===== config.mk =====
export PLATFORM = sky130hd
export DESIGN_NAME = hazard_ctrl_flat
export DESIGN_NICKNAME = d
export VERILOG_FILES = /design/src/rtl/hazard_ctrl_if.sv /design/src/rtl/hazard_ctrl.sv /design/src/flat_wrapper.sv
export SDC_FILE = /design/constraint.sdc
export NUM_CORES = 1
export LEC_CHECK = 0
export CELL_PAD_IN_SITES_DETAIL_PLACEMENT = 1
export CELL_PAD_IN_SITES_GLOBAL_PLACEMENT = 1
export CORE_UTILIZATION = 26
export DETAILED_ROUTE_END_ITERATION = 6
export HOLD_SLACK_MARGIN = 0.06
export PLACE_DENSITY_LB_ADDON = 0.1
export SETUP_SLACK_MARGIN = 0.05
export SLEW_MARGIN = 20
export SYNTH_ARGS = -nofsm -noshare
export SYNTH_HDL_FRONTEND = slang
export SYNTH_SLANG_ARGS = --single-unit

===== constraint.sdc =====
create_clock -name clk -period 1.7 [get_ports clk]
set_clock_uncertainty 0.15 [all_clocks]
set_input_delay 0.34 -clock clk [delete_from_list [all_inputs] [get_ports clk]]
set_output_delay 0.34 -clock clk [all_outputs]
set_load 0.005 [all_outputs]

===== src/rtl/hazard_ctrl_if.sv =====
// Pipeline-to-hazard-unit signal bundle: ID/EX/MEM status in, stall/flush/bubble controls out.
// The master side is the pipeline datapath; the slave side is hazard_ctrl.
interface hazard_ctrl_if;
  logic [4:0] id_rs;
  logic [4:0] id_rt;
  logic       id_use_rs;
  logic       id_use_rt;
  logic       ex_memread;
  logic [4:0] ex_wreg;
  logic       ex_branch_taken;
  logic       mem_req;
  logic       mem_ready;
  logic       pc_stall;
  logic       ifid_stall;
  logic       ifid_flush;
  logic       idex_nop;
  logic       exmem_stall;
  logic       memwb_nop;
  logic       mem_err;
  logic [1:0] state;

  modport master (
    output id_rs, id_rt, id_use_rs, id_use_rt, ex_memread, ex_wreg,
           ex_branch_taken, mem_req, mem_ready,
    input  pc_stall, ifid_stall, ifid_flush, idex_nop, exmem_stall,
           memwb_nop, mem_err, state
  );

  modport slave (
    input  id_rs, id_rt, id_use_rs, id_use_rt, ex_memread, ex_wreg,
           ex_branch_taken, mem_req, mem_ready,
    output pc_stall, ifid_stall, ifid_flush, idex_nop, exmem_stall,
           memwb_nop, mem_err, state
  );
endinterface


===== src/rtl/hazard_ctrl.sv =====
// 5-stage pipeline hazard controller: load-use bubbles, branch flush, memory wait stall with timeout.
// Optional macro HAZARD_STAT_EN adds saturating stall_cnt / flush_cnt statistics outputs.
module hazard_ctrl #(
  parameter int MEM_TIMEOUT = 15
) (
  input  logic         clk,
  input  logic         rst_n,
  hazard_ctrl_if.slave bus
`ifdef HAZARD_STAT_EN
  ,
  output logic [15:0]  stall_cnt,
  output logic [15:0]  flush_cnt
`endif
);

  typedef enum logic [1:0] {
    RUN  = 2'd0,
    WAIT = 2'd1,
    ERR  = 2'd2
  } state_t;

  localparam logic [7:0] WAIT_LAST = 8'(MEM_TIMEOUT - 1);

  state_t     state;
  state_t     state_nxt;
  logic [7:0] wait_cnt;
  logic [7:0] wait_cnt_nxt;

  logic load_use;
  logic pc_stall;
  logic ifid_stall;
  logic ifid_flush;
  logic idex_nop;
  logic exmem_stall;
  logic memwb_nop;
  logic mem_err;

  assign load_use = bus.ex_memread && (bus.ex_wreg != 5'd0) &&
                    ((bus.id_use_rs && (bus.id_rs == bus.ex_wreg)) ||
                     (bus.id_use_rt && (bus.id_rt == bus.ex_wreg)));

  always_ff @(posedge clk) begin
    if (!rst_n) begin
      state    <= RUN;
      wait_cnt <= 8'd0;
    end else begin
      state    <= state_nxt;
      wait_cnt <= wait_cnt_nxt;
    end
  end

  // A memory stall freezes everything up to MEM-WB and overrides branch/load-use;
  // otherwise a taken branch wins over a load-use bubble since the ID instruction is squashed.
  always_comb begin
    state_nxt    = state;
    wait_cnt_nxt = wait_cnt;
    pc_stall     = 1'b0;
    ifid_stall   = 1'b0;
    ifid_flush   = 1'b0;
    idex_nop     = 1'b0;
    exmem_stall  = 1'b0;
    memwb_nop    = 1'b0;
    mem_err      = 1'b0;

    case (state)
      RUN: begin
        if (bus.mem_req && !bus.mem_ready) begin
          pc_stall     = 1'b1;
          ifid_stall   = 1'b1;
          exmem_stall  = 1'b1;
          memwb_nop    = 1'b1;
          state_nxt    = WAIT;
          wait_cnt_nxt = 8'd0;
        end else if (bus.ex_branch_taken) begin
          ifid_flush = 1'b1;
          idex_nop   = 1'b1;
        end else if (load_use) begin
          pc_stall   = 1'b1;
          ifid_stall = 1'b1;
          idex_nop   = 1'b1;
        end
      end

      WAIT: begin
        if (!bus.mem_ready) begin
          pc_stall     = 1'b1;
          ifid_stall   = 1'b1;
          exmem_stall  = 1'b1;
          memwb_nop    = 1'b1;
          wait_cnt_nxt = wait_cnt + 8'd1;
          if (wait_cnt == WAIT_LAST) begin
            state_nxt = ERR;
          end
        end else begin
          state_nxt = RUN;
          if (bus.ex_branch_taken) begin
            ifid_flush = 1'b1;
            idex_nop   = 1'b1;
          end else if (load_use) begin
            pc_stall   = 1'b1;
            ifid_stall = 1'b1;
            idex_nop   = 1'b1;
          end
        end
      end

      ERR: begin
        pc_stall    = 1'b1;
        ifid_stall  = 1'b1;
        exmem_stall = 1'b1;
        memwb_nop   = 1'b1;
        mem_err     = 1'b1;
      end

      default: begin
        state_nxt    = RUN;
        wait_cnt_nxt = 8'd0;
      end
    endcase
  end

  assign bus.pc_stall    = pc_stall;
  assign bus.ifid_stall  = ifid_stall;
  assign bus.ifid_flush  = ifid_flush;
  assign bus.idex_nop    = idex_nop;
  assign bus.exmem_stall = exmem_stall;
  assign bus.memwb_nop   = memwb_nop;
  assign bus.mem_err     = mem_err;
  assign bus.state       = state;

`ifdef HAZARD_STAT_EN
  // Counters saturate rather than wrap so a long-running profile never reads as low.
  always_ff @(posedge clk) begin
    if (!rst_n) begin
      stall_cnt <= 16'd0;
      flush_cnt <= 16'd0;
    end else begin
      if (pc_stall && (stall_cnt != 16'hFFFF)) begin
        stall_cnt <= stall_cnt + 16'd1;
      end
      if (ifid_flush && (flush_cnt != 16'hFFFF)) begin
        flush_cnt <= flush_cnt + 16'd1;
      end
    end
  end
`endif

endmodule


===== src/flat_wrapper.sv =====
// flat-port wrapper written by rule: the top's interface ports become plain ports
module hazard_ctrl_flat 
#(
  parameter int MEM_TIMEOUT = 15
)
  (clk, rst_n, bus_id_rs, bus_id_rt, bus_id_use_rs, bus_id_use_rt, bus_ex_memread, bus_ex_wreg, bus_ex_branch_taken, bus_mem_req, bus_mem_ready, bus_pc_stall, bus_ifid_stall, bus_ifid_flush, bus_idex_nop, bus_exmem_stall, bus_memwb_nop, bus_mem_err, bus_state);
  hazard_ctrl_if bus_i ();
  input  logic clk;
  input  logic rst_n;
  input wire logic [$bits(bus_i.id_rs)-1:0] bus_id_rs;
  input wire logic [$bits(bus_i.id_rt)-1:0] bus_id_rt;
  input wire logic [$bits(bus_i.id_use_rs)-1:0] bus_id_use_rs;
  input wire logic [$bits(bus_i.id_use_rt)-1:0] bus_id_use_rt;
  input wire logic [$bits(bus_i.ex_memread)-1:0] bus_ex_memread;
  input wire logic [$bits(bus_i.ex_wreg)-1:0] bus_ex_wreg;
  input wire logic [$bits(bus_i.ex_branch_taken)-1:0] bus_ex_branch_taken;
  input wire logic [$bits(bus_i.mem_req)-1:0] bus_mem_req;
  input wire logic [$bits(bus_i.mem_ready)-1:0] bus_mem_ready;
  output wire logic [$bits(bus_i.pc_stall)-1:0] bus_pc_stall;
  output wire logic [$bits(bus_i.ifid_stall)-1:0] bus_ifid_stall;
  output wire logic [$bits(bus_i.ifid_flush)-1:0] bus_ifid_flush;
  output wire logic [$bits(bus_i.idex_nop)-1:0] bus_idex_nop;
  output wire logic [$bits(bus_i.exmem_stall)-1:0] bus_exmem_stall;
  output wire logic [$bits(bus_i.memwb_nop)-1:0] bus_memwb_nop;
  output wire logic [$bits(bus_i.mem_err)-1:0] bus_mem_err;
  output wire logic [$bits(bus_i.state)-1:0] bus_state;
  assign bus_i.id_rs = bus_id_rs;
  assign bus_i.id_rt = bus_id_rt;
  assign bus_i.id_use_rs = bus_id_use_rs;
  assign bus_i.id_use_rt = bus_id_use_rt;
  assign bus_i.ex_memread = bus_ex_memread;
  assign bus_i.ex_wreg = bus_ex_wreg;
  assign bus_i.ex_branch_taken = bus_ex_branch_taken;
  assign bus_i.mem_req = bus_mem_req;
  assign bus_i.mem_ready = bus_mem_ready;
  assign bus_pc_stall = bus_i.pc_stall;
  assign bus_ifid_stall = bus_i.ifid_stall;
  assign bus_ifid_flush = bus_i.ifid_flush;
  assign bus_idex_nop = bus_i.idex_nop;
  assign bus_exmem_stall = bus_i.exmem_stall;
  assign bus_memwb_nop = bus_i.memwb_nop;
  assign bus_mem_err = bus_i.mem_err;
  assign bus_state = bus_i.state;
  hazard_ctrl #(.MEM_TIMEOUT(MEM_TIMEOUT)) u_core (.clk(clk), .rst_n(rst_n), .bus(bus_i));
endmodule

== Word level (Yosys, flattened, before mapping) ==
Index checks and enable logic that the tools add are counted.

* Register bits: 10
* Bits in latches: 0
* Bits in writable memories: 0
* Bits in read-only memories: 0
* Input bits: 23
* Output and inout bits: 9
* Word-level logic and storage cells: 47
* Memories kept: 0

* Add/sub/neg operators: 1
* Multiply operators: 0
* Div/mod/pow operators: 0
* Magnitude comparators: 0
* Equality and inequality tests: 8
* Shift operators: 0
* Muxes and demuxes: 24
* Bitwise gates (word level): 1
* Reductions and logical operators: 11

{| class="wikitable"
|+ Operator list
! cell !! number
|-
| 8-bit one-hot mux with 3 select lines || 1
|-
| 8-bit two-way mux || 2
|-
| 1-bit two-way mux || 13
|-
| 5-bit equality test || 2
|-
| 8-bit by 1-bit adder with 8-bit output (second input constant) || 1
|-
| 8-bit by 4-bit equality test with 1-bit output (second input constant) || 1
|-
| 2-bit two-way mux || 3
|-
| 1-bit one-hot mux with 3 select lines || 2
|-
| 2-bit one-hot mux with 3 select lines || 1
|-
| 3-bit AND reduction || 2
|-
| 1-bit logical AND || 5
|-
| 5-bit nonzero test || 1
|-
| 1-bit one-hot mux with 2 select lines || 2
|-
| 3-bit by 2-bit inequality test with 1-bit output (second input constant) || 1
|-
| 2-bit by 1-bit equality test with 1-bit output (second input constant) || 1
|-
| 2-bit equality test (second input constant) || 1
|-
| 2-bit logical NOT || 1
|-
| 2-bit by 1-bit inequality test with 1-bit output (second input constant) || 1
|-
| 2-bit inequality test (second input constant) || 1
|-
| 1-bit logical NOT || 1
|-
| 1-bit logical OR || 1
|-
| 1-bit NOT || 1
|}

== Longest topological paths before layout ==
Gate-level depths: netlist of the first run.

* Depth after elaboration: 8
* Mapped depth: 5
* Depth with buffers taken out: 5

== Worst setup path before layout of the first run ==
OpenSTA, ideal clock, no wires.

* Path type: input -> output
* Start: input port bus_ex_wreg[1]
* End: output port bus_pc_stall
* Data arrival time: 1.326 ns
* Required time: 1.210 ns
* Slack: -0.116 ns
* Stages: 5
* Path buffers: 1
* Cells stage by stage: or4_1 -> o21ai_1 -> or3_1 -> o22ai_1 -> buf_4

* Cells in the longest elaborated chain, start to end: 8
* Elaborated cells between the ends (all ways): 13
* Classes of those cells: eq/ne (2); mux (5); reduce/logical (6)

{| class="wikitable"
|+ RTL lines
! item !! line !! text
|-
| start, declared || flat_wrapper.sv:15 || <nowiki>input wire logic [$bits(bus_i.ex_wreg)-1:0] bus_ex_wreg;</nowiki>
|-
| 5-bit equality test, on equally long branches || hazard_ctrl.sv:39, hazard_ctrl.sv:40 ||
|-
| 1-bit logical AND, on equally long branches || hazard_ctrl.sv:39, hazard_ctrl.sv:40 ||
|-
| 1-bit logical OR || hazard_ctrl.sv:39 || <nowiki>((bus.id_use_rs && (bus.id_rs == bus.ex_wreg)) ||</nowiki>
|-
| 1-bit logical AND * || hazard_ctrl.sv:38 || <nowiki>assign load_use = bus.ex_memread && (bus.ex_wreg != 5'd0) &&</nowiki>
|-
| 1-bit two-way mux * (2 in a row) || n/a ||
|-
| 1-bit two-way mux, on equally long branches || n/a ||
|-
| 1-bit one-hot mux with 3 select lines * || n/a ||
|-
| end, declared || flat_wrapper.sv:19 || <nowiki>output wire logic [$bits(bus_i.pc_stall)-1:0] bus_pc_stall;</nowiki>
|}

Mark *: on every way between the ends. The rest lies on a longest branch, timed or not.

== Final worst setup path of the first run ==
* Start: input port bus_id_rs[2]
* End: output port bus_idex_nop

* Cells in the longest elaborated chain, start to end: 8
* Elaborated cells between the ends (all ways): 9
* Classes of those cells: eq/ne (1); mux (5); reduce/logical (3)

{| class="wikitable"
|+ RTL lines
! item !! line !! text
|-
| start, declared || flat_wrapper.sv:10 || <nowiki>input wire logic [$bits(bus_i.id_rs)-1:0] bus_id_rs;</nowiki>
|-
| 5-bit equality test * || hazard_ctrl.sv:39 ||
|-
| 1-bit logical AND * || hazard_ctrl.sv:39 ||
|-
| 1-bit logical OR * || hazard_ctrl.sv:39 ||
|-
| 1-bit logical AND * || hazard_ctrl.sv:38 ||
|-
| 1-bit two-way mux * || hazard_ctrl.sv:77, hazard_ctrl.sv:99 ||
|-
| 1-bit two-way mux * || hazard_ctrl.sv:74 || <nowiki>end else if (bus.ex_branch_taken) begin</nowiki>
|-
| 1-bit two-way mux, on equally long branches || hazard_ctrl.sv:85, hazard_ctrl.sv:67 ||
|-
| 1-bit one-hot mux with 2 select lines * || hazard_ctrl.sv:65 || <nowiki>case (state)</nowiki>
|-
| end, declared || flat_wrapper.sv:22 || <nowiki>output wire logic [$bits(bus_i.idex_nop)-1:0] bus_idex_nop;</nowiki>
|}

Marks and branches as above.

==> results of run 1 <==
flip-flops by register name (all words and copies together) (netlist names):
name	flops
u_core.wait_cnt	8
u_core.bus.state	2
logic make-up (layout without fill, tap and decap cells):
group | after synthesis | count (layout)
buf+inv | 6 | 55
simple gates | 34 | 34
xor+xnor | 14 | 14
flops | 10 | 10
compound gates | 19 | 19
fa+ha+maj | 2 | 2
area by class of cell:
| cell class | instances | area [um^2] |
|---|---|---|
| Clock buffer | 4 | 36.3 |
| Tap cell | 30 | 37.5 |
| Multi-Input combinational cell | 69 | 601 |
| Inverter | 2 | 7.51 |
| Sequential cell | 10 | 205 |
| Fill cell | 324 | 1290 |
| Timing Repair Buffer | 49 | 390 |
worst max-delay path: stages:
cell                      delay (ns)
sky130_fd_sc_hd__buf_6          0.09
sky130_fd_sc_hd__xor2_2         0.16
sky130_fd_sc_hd__nor4_2         0.28
sky130_fd_sc_hd__a32oi_1        0.15
sky130_fd_sc_hd__buf_4          0.16
sky130_fd_sc_hd__o41ai_2        0.25
sky130_fd_sc_hd__buf_2          0.15
metrics by stage:
stage | instances | setup slack, ns | cell area (um^2) | util | setup TNS (ns)
floorplan | 85 | -0.113 | 739 | - | -0.164
global placement | 156 | -1.12 | 1160 | 0.454 | -6.97
detailed placement | 156 | -1.12 | 1160 | 0.454 | -7.15
CTS | 164 | -0.334 | 1240 | 0.481 | -1.08
global route | 164 | -0.451 | 1280 | 0.498 | -1.32
finish | 164 | -0.385 | 1280 | 0.498 | -0.989
worst paths after layout:
path | from | end | slack [ns] | depth (start not counted)
max | bus_id_rs[2] | bus_idex_nop | -0.38 | 7
min | u_core.wait_cnt[7] | u_core.wait_cnt[7] | 0.36 | 2
max reg2reg | u_core.bus.state[1] | u_core.bus.state[1] | 0.09 | 7
min reg2reg | u_core.wait_cnt[7] | u_core.wait_cnt[7] | 0.36 | 2
cells in the final DEF, fill, tap and decap left out, types with 2 or more instances in the layout:
cell                              netlist  layout
sky130_fd_sc_hd__nor2_1                 9       5
sky130_fd_sc_hd__xor2_1                12      10
sky130_fd_sc_hd__o21ai_0                3       3
sky130_fd_sc_hd__nor2b_4                0       2
sky130_fd_sc_hd__or3_1                  3       2
sky130_fd_sc_hd__dlygate4sd2_1          0       7
sky130_fd_sc_hd__clkbuf_2               0       2
sky130_fd_sc_hd__inv_1                  2       2
sky130_fd_sc_hd__clkdlybuf4s15_1        0       3
sky130_fd_sc_hd__clkdlybuf4s50_1        0       4
sky130_fd_sc_hd__or3b_4                 0       2
sky130_fd_sc_hd__buf_2                  1      10
sky130_fd_sc_hd__a21oi_1                4       4
sky130_fd_sc_hd__buf_4                  3      16
sky130_fd_sc_hd__and2_1                 2       3
sky130_fd_sc_hd__nor2b_1                3       2
sky130_fd_sc_hd__dfxtp_1               10       8
sky130_fd_sc_hd__xnor2_1                2       2
sky130_fd_sc_hd__ha_1                   2       2
sky130_fd_sc_hd__nor2_2                 0       3
sky130_fd_sc_hd__o2111ai_1              3       3
sky130_fd_sc_hd__nand2_1                4       3
sky130_fd_sc_hd__nor4_1                 2       2
sky130_fd_sc_hd__clkbuf_4               0       3
sky130_fd_sc_hd__buf_6                  0       7
sky130_fd_sc_hd__xor2_2                 0       2
power by group through the flow:
stage | Sequential (uW) | Combinational, uW | Clock, uW
final | 241 | 203 | 222
after global routing | 242 | 220 | 233
after CTS | 241 | 193 | 232
after detailed placement | 246 | 193 | 0
after global placement | 246 | 190 | 0
after floorplan | 247 | 74.0 | 0
per-layer routing:
| layer | track usage | vias up | share of wire |
|---|---|---|---|
| met4 | 0.0750 | 0 | 0.0093 |
| met5 | 0 | - | 0 |
| met1 | 0.182 | 374 | 0.42 |
| met2 | 0.277 | 32 | 0.50 |
| li1 | - | 398 | - |
| met3 | 0.0437 | 2 | 0.066 |
timing repair:
| action | CTS | global route |
|---|---|---|
| setup endpoints to repair | 12 | 15 |
| setup buffers | 5 | 1 |
| pin swaps | 21 | 11 |
| gates resized for setup | 98 | 15 |
==> run summary, run 1 <==
The run finished, with violations left. The checks that failed: setup timing. Total of buffers placed on input and output ports: 31. The number of different library cells used by synthesis comes to 35. Routability-driven placement finished with a final weighted congestion of 0.739. Buffers inserted during clock tree synthesis total 3.

The run gives 6 as the final count of negative-setup-slack endpoints. TritonCTS built the clock tree. The floorplan has 18 rows. After synthesis, the largest family of logic cells by area is simple AND/OR/NAND/NOR gates. The run gives 0.273 as the sequential share of the synthesized area. The height of the die was 55.1 um; the number of global-route vias before repair was 797. The number of pins exceeding their max-slew limit in the final report was 0; the share of synthesized cell area in full adder, half adder and majority cells was 0.0341. The switching portion of total power was 0.271.

The run gives 667 uW as the total power. The routed design has 2.25 mm of wire. The net count of the finished layout is 160. VDD sags by at most 0.352 mV. Type of the most critical hold path: register to register.

The fraction of final layout cells sized beyond drive strength 1 is 0.478. Counting every sink on the clock net gives 10. The run gives 0 as the antenna diode instance count. The proportion of register bits with asynchronous set or reset after synthesis was 0; the fraction of power consumed by sequential logic was 0.362. After synthesis, the mean cell area works out to 8.63 um^2. The total area inside the core boundary comes to 2570 um^2.

The effective utilization at floorplan came out at 0.286. The later pin in the worst-skew pair is clocked with a latency of 0.27 ns. For the total overflow reported by the global router, the log shows 0. The run gives 180 uW as the net switching component of the power.

Setup repair after global routing could not meet its margin everywhere. The initial antenna violation count is 0, and the number of max-cap violations is 0. The logs give 0.305 for the share of power burned in combinational logic and 4 for the first-pass iteration count of the detailed router.

The final critical-path share of the clock period is 1.23, and the share of the synthesized netlist area taken by xor and xnor gates is 0.167. The compound-cell area share of the yosys netlist is 0.195, and the boundary pin count is 32. The overall die area is 3040 um^2. The number of synthesized register bits is 10, and the maximum fanout along the worst path is 2. STA puts the critical path data arrival time at 1.59 ns. The final number of hold-violating endpoints was 0; the synthesis-to-finish area growth was 74.2%.

The type of element capturing the critical path is an output port. After legalization and detailed placement, the total HPWL measured 1.65 mm. Kind of start point of the critical path: an input pin. In this run the power density over the cells is 522 nW/um^2. The final setup slack of the worst path was -0.385 ns. The number of nets handed over by synthesis was 110. The dominant cell type by area after synthesis is sky130_fd_sc_hd__dfxtp_1. For this run, the top clock speed supported by timing is 480 MHz. The most frequently used flop master after synthesis is sky130_fd_sc_hd__dfxtp_1. The tree is rooted in a sky130_fd_sc_hd__clkbuf_4.

Count of H-tree levels built during CTS: 1. The clock-pin transition on the worst setup and hold timing paths came out at 0.07 ns. The detailed-route wire length per cell was 13.7 um. After detailed routing, the number of remaining DRC violations is 0. After synthesis, the most frequently instantiated cells are 12 x sky130_fd_sc_hd__xor2_1, 10 x sky130_fd_sc_hd__dfxtp_1, 9 x sky130_fd_sc_hd__nor2_1. Hold is met by 0.357 ns. By area the synthesized netlist is led by sky130_fd_sc_hd__dfxtp_1 27%, sky130_fd_sc_hd__xor2_1 14%, sky130_fd_sc_hd__nor2_1 4.6%, sky130_fd_sc_hd__o2111ai_1 3.6%, sky130_fd_sc_hd__ha_1 3.4%.

The required time of the critical path is 1.21 ns, and the post-layout minimum cycle time is 2.08 ns. The synthesized design contains 0 enable-type register cells. The width of the chip was 55.1 um; the first-pass GRT wire length was 3.36 mm.

Yosys printed 0 warnings. Entering global routing, the biggest net connects 10 pins. The synthesized instance count came out at 85. Summed over all cells, the static leakage comes to 0.000545 uW. In this run the deepest clock path goes through 2 buffers. The simple-gate share of the synthesized area is 0.283, and the number of hold buffers added after CTS is 0. In this run the cell area of the synthesized design comes to 733 um^2. For the relative contribution of the clock network to total power, the log shows 0.333. The kind of critical path is input pin to output port. For the antenna violation net count after detailed routing, the log shows 0. At the pin with the least slew margin, the transition time is 0.387 ns.

Overall fraction of global-route tracks in use: 0.161. The fraction of post-synthesis cell area in the top cell type by area was 0.273. In this run, the number of DRC markers left after iteration 0 of detailed routing was 5. The run gives 806 as the overall via count from detail_route. Worst-case headroom to the max-slew limit: 0.740. The share of cell area taken by muxes after synthesis was 0. The via-per-instance ratio came out at 4.91. Most common cell in the netlist: sky130_fd_sc_hd__xor2_1.

Cell internal power was estimated by the tool at 486 uW.
Note: power is estimated with default switching activity, not from simulation.
==> run 2, diff against run 1 <==
--- a/config.mk
+++ b/config.mk
@@ -8,6 +8,7 @@
 export CELL_PAD_IN_SITES_DETAIL_PLACEMENT = 1
 export CELL_PAD_IN_SITES_GLOBAL_PLACEMENT = 1
 export CORE_UTILIZATION = 26
+export CTS_CLUSTER_SIZE = 30
 export DETAILED_ROUTE_END_ITERATION = 6
 export HOLD_SLACK_MARGIN = 0.06
 export PLACE_DENSITY_LB_ADDON = 0.1
==> results of run 2 <==
The final DEF is identical to that of run 1; final timing and power are the same.
==> run 3, diff against run 2 <==
--- a/config.mk
+++ b/config.mk
@@ -13,7 +13,6 @@
 export HOLD_SLACK_MARGIN = 0.06
 export PLACE_DENSITY_LB_ADDON = 0.1
 export SETUP_SLACK_MARGIN = 0.05
-export SLEW_MARGIN = 20
 export SYNTH_ARGS = -nofsm -noshare
 export SYNTH_HDL_FRONTEND = slang
 export SYNTH_SLANG_ARGS = --single-unit
==> results of run 3 <==
The final DEF is identical to that of run 1; final timing and power are the same.
